### src/rtl/wb_regfile.sv
// wb_regfile: eight-entry architectural register file at the end of the
// writeback stage. It provides two combinational read ports for decode and,
// once Halt arrives, drains the final register state over a valid/ready dump
// port, then raises Halted.
// Optional feature macro: RF_BYPASS_EN. When it is defined, a read of the
// register being written in the same cycle returns the incoming write data.
module wb_regfile #(
   parameter int DATA_W = 16,
   parameter int ADDR_W = 3
) (
   input  logic              clk,
   input  logic              rst_n,
   input  logic [DATA_W-1:0] WriteData,
   input  logic [ADDR_W-1:0] WriteReg,
   input  logic              WriteRegEn,
   input  logic              Halt,
   input  logic [ADDR_W-1:0] ReadReg1,
   input  logic [ADDR_W-1:0] ReadReg2,
   output logic [DATA_W-1:0] ReadData1,
   output logic [DATA_W-1:0] ReadData2,
   output logic              DumpValid,
   input  logic              DumpReady,
   output logic [ADDR_W-1:0] DumpReg,
   output logic [DATA_W-1:0] DumpData,
   output logic              Halted
);

   localparam int NumRegs = 1 << ADDR_W;

   localparam logic [1:0] RUN  = 2'd0;
   localparam logic [1:0] DUMP = 2'd1;
   localparam logic [1:0] DONE = 2'd2;

   logic [1:0]        state;
   logic [ADDR_W-1:0] dumpIdx;
   logic [DATA_W-1:0] regs [NumRegs];
   logic              lastIdx;
   logic              writeActive;

   assign lastIdx     = (dumpIdx == ADDR_W'(NumRegs - 1));
   assign writeActive = (state == RUN) && WriteRegEn;

   // Sequencer: RUN until Halt, then walk the dump index one handshake at a
   // time; the final transfer parks in DONE without wrapping the index.
   always_ff @(posedge clk or negedge rst_n) begin
      if (!rst_n) begin
         state   <= RUN;
         dumpIdx <= '0;
      end else begin
         case (state)
            RUN: begin
               if (Halt) begin
                  state   <= DUMP;
                  dumpIdx <= '0;
               end
            end
            DUMP: begin
               if (DumpReady) begin
                  if (lastIdx) begin
                     state <= DONE;
                  end else begin
                     dumpIdx <= dumpIdx + 1'b1;
                  end
               end
            end
            DONE: begin
               state <= DONE;
            end
            default: begin
               state <= RUN;
            end
         endcase
      end
   end

   // Register storage: commits only while running, so the dump sees a frozen
   // snapshot that includes a write issued alongside Halt.
   always_ff @(posedge clk or negedge rst_n) begin
      if (!rst_n) begin
         for (int i = 0; i < NumRegs; i++) begin
            regs[i] <= '0;
         end
      end else if (writeActive) begin
         regs[WriteReg] <= WriteData;
      end
   end

   // Read ports: stored value, optionally overridden by a same-cycle write.
   always_comb begin
      ReadData1 = regs[ReadReg1];
      ReadData2 = regs[ReadReg2];
`ifdef RF_BYPASS_EN
      if (writeActive && (ReadReg1 == WriteReg)) begin
         ReadData1 = WriteData;
      end
      if (writeActive && (ReadReg2 == WriteReg)) begin
         ReadData2 = WriteData;
      end
`endif
   end

   // Dump outputs follow the registered index, so they hold while stalled.
   always_comb begin
      DumpValid = (state == DUMP);
      Halted    = (state == DONE);
      DumpReg   = dumpIdx;
      DumpData  = (state == DUMP) ? regs[dumpIdx] : '0;
   end

endmodule

### config.mk
export PLATFORM = sky130hd
export DESIGN_NAME = wb_regfile
export DESIGN_NICKNAME = d
export VERILOG_FILES = /design/src/rtl/wb_regfile.sv
export SDC_FILE = /design/constraint.sdc
export NUM_CORES = 1
export LEC_CHECK = 0
export BUFFER_PORTS_ARGS = -buffer_cell sky130_fd_sc_hd__buf_4
export CELL_PAD_IN_SITES_DETAIL_PLACEMENT = 1
export CELL_PAD_IN_SITES_GLOBAL_PLACEMENT = 1
export CORE_MARGIN = 4
export CORE_UTILIZATION = 45
export CTS_CLUSTER_DIAMETER = 120
export CTS_CLUSTER_SIZE = 24
export DETAILED_ROUTE_END_ITERATION = 10
export PLACE_DENSITY_LB_ADDON = 0.08
export SETUP_SLACK_MARGIN = 0.02
export SLEW_MARGIN = 20
export SYNTH_ARGS = -nofsm -noshare
export SYNTH_HDL_FRONTEND = slang
export SYNTH_SLANG_ARGS = --single-unit
### constraint.sdc
create_clock -name clk -period 3 [get_ports clk]
set_input_delay 0.6 -clock clk [delete_from_list [all_inputs] [get_ports clk]]
set_output_delay 0.6 -clock clk [all_outputs]
set_load 0.05 [all_outputs]
==> run metrics <==
Via-to-Cell Ratio 6.15; area of the die 20100 um^2; NumNets Final 627; clock root buffer clkbuf_16; unrepaired setup endpoints after global routing false; Final period util 90.6%; DR pass1 iterations 4; routed wire length 22500 um; clock period minus worst slack 2720 ps; fillcell total 1632; total number of vias 5108; EDFF count, synth 0; Worst Setup Start Kind flop; yosys warns 0; Worst R2R Setup Slack 770 ps; Max stage delay on crit path 470 ps; overall power 11.0 mW; CTS tree built; GR Overflow Total 0; # clock sinks 133; sequential area share after synthesis 41.3%; post-synthesis register bit count 133; worst slew pin tran 756 ps; HP Class input port to asynchronous set/reset pin; clock latency on the worst-skew pair 420 ps; clk buf depth 2; Synth Instances 507; status finished clean; worst vdd rail ir drop 0.701 mV; Initial Util 46.2%; Worst Setup EP DumpData[2]; leakage dissipation 4.17 nW; Slowest-stage cell, CP dfrtp_1; endpoints failing setup 0; htree depth 4; PortBufs 82; die extent in x 142 um; initial antenna violation count 0; first-pass GRT wire length 35500 um; share of layout cells above drive strength 1 64.6%; Worst setup EP type output pin; Max Cap Violations 0; Layout Area Growth over Synthesis 20.8%; Critical R2R Launch state[0]; GRT Overall Usage 23.5%; IO Pins 83; post-DP HPWL 14200 um; core area 17400 um^2; n_diodes 0; R2R depth 6; largest net degree at the start of global routing 134; ANT nets after route 0; CP required 2400 ps; most used cell, CP buf_4; Async S/R FF share, synth 100%; CP Max Fanout 24; final hold vios 0; DRC Markers 0; initial detailed-routing violation count 290; Netlist Area Pre-Place 8050 um^2; number of hold buffers added after cts 0; WS Path Type flop to output pin; Yosys cell types 34; WL/cell 27.1 um; CP startpoint DumpReg[2]; synthesized area per cell 15.9 um^2; dominant synthesized flop cell dfrtp_1; worst flop-to-flop path endpoint regs[126]; Worst EP arrival 2120 ps; PD cells 1130 nW/um^2; Post-CTS Setup Inserts 0; Num CTS Buffers 17; CP Cell Sequence buf_4, mux4_2, mux2i_1, nor2_1, buf_4; die height 142 um; setup TNS 0 ps; Max Clock Freq 368 MHz; post-cts resize count 0; vias in the first global route 5856; Site Rows 48; Final Max Tran Viols 0; Clock Skews 7.96 ps; Clock transition at path regs 60 ps; slew margin rel. 49.6%; final estimated routing congestion in global placement 0.777; post-synth net total 542
## registers in the layout (all words and copies together), names as in the netlist
register / flops
DumpReg: 3
regs: 128
state: 2
## worst max-delay path, delay by kind of cell (launching register included)
family / cells / cell delay (ps)
buffers and inverters: 2 / 580
AND/OR/NAND/NOR: 1 / 70
flip-flops: 1 / 470
multiplexers: 2 / 550
## Yosys cell counts, types with 2 or more instances
| cell | number | area [um^2] |
|---|---|---|
| a21oi_1 | 4 | 20.0 |
| buf_1 | 3 | 11.3 |
| buf_2 | 17 | 85.1 |
| clkbuf_1 | 17 | 63.8 |
| dfrtp_1 | 133 | 3330 |
| ha_1 | 5 | 62.6 |
| inv_1 | 4 | 15.0 |
| mux2_1 | 9 | 101 |
| mux2_2 | 142 | 1600 |
| mux2_4 | 10 | 150 |
| mux2i_1 | 16 | 160 |
| mux4_2 | 96 | 2160 |
| nand2_1 | 3 | 11.3 |
| nand2b_1 | 4 | 25.0 |
| nor2_1 | 19 | 71.3 |
| nor2_2 | 3 | 18.8 |
| o21ai_0 | 4 | 20.0 |
| or3_1 | 2 | 12.5 |
## cells by family (layout without fill, tap and decap cells)
family,after synthesis,in the layout,share of synthesized area [%]
muxes,273,273,51.8
DFF,133,133,41.3
buffers and inverters,44,142,2.66
and+or+nand+nor,38,38,2.32
AOI/OAI and AO/OA,14,14,1.07
adders and majority gates,5,5,0.777
## power by group
| group | switching [mW] | leakage (nW) | internal (mW) |
|---|---|---|---|
| sequential | 0.908 | 1.67 | 2.66 |
| combinational | 2.45 | 2.18 | 2.63 |
| clock | 0.833 | 0.321 | 1.53 |
## metrics by stage
| step | instances | setup slack, ps | utilization, % | hold slack [ps] | instance area, um^2 |
|---|---|---|---|---|---|
| finish | 830 | 281 | 55.8 | 268 | 9730 |
| global route | 830 | 158 | 55.8 | 337 | 9730 |
| CTS | 830 | 217 | 55.8 | 333 | 9730 |
| detailed placement | 798 | 325 | 52.0 | 533 | 9050 |
| global placement | 798 | 337 | 52.0 | 515 | 9050 |
| floorplan | 507 | 114 | - | 304 | 8050 |
## placed cells by master (no fill, tap or decap), drive strengths merged, types with 5 or more instances in the layout
cell type,synthesis,final
mux2,161,161
dfrtp,133,133
buf,23,106
mux4,96,96
nor2,22,22
clkbuf,17,19
mux2i,16,16
inv,4,7
ha,5,5
bufinv,0,5
## layer usage
metal,GRT usage [%],vias to the layer above,part of all wire (%)
met3,4.35,24,3.9
li1,-,2180,-
met5,0,-,0
met1,30.8,2776,42
met2,40.8,128,53
met4,5.10,0,1.1
## worst min-delay path by stage
stage	endpoint	slack, ps
after floorplan	DumpReg[0]	300
after global placement	regs[95]	520
after detailed placement	state[1]	530
after CTS	state[0]	330
after global routing	state[1]	340
final	state[1]	270
## layout make-up
class | instances | area (um^2) | area share (%)
timing repair buffer | 106 | 921 | 9.47
inverter | 4 | 15.0 | 0.154
tap | 225 | 282 | 2.89
sequential | 133 | 3330 | 34.2
multi-input combinational | 330 | 4510 | 46.4
clock inverter | 13 | 218 | 2.24
clock buffer | 19 | 453 | 4.66
No activity file was read; power rests on OpenSTA's default activity.
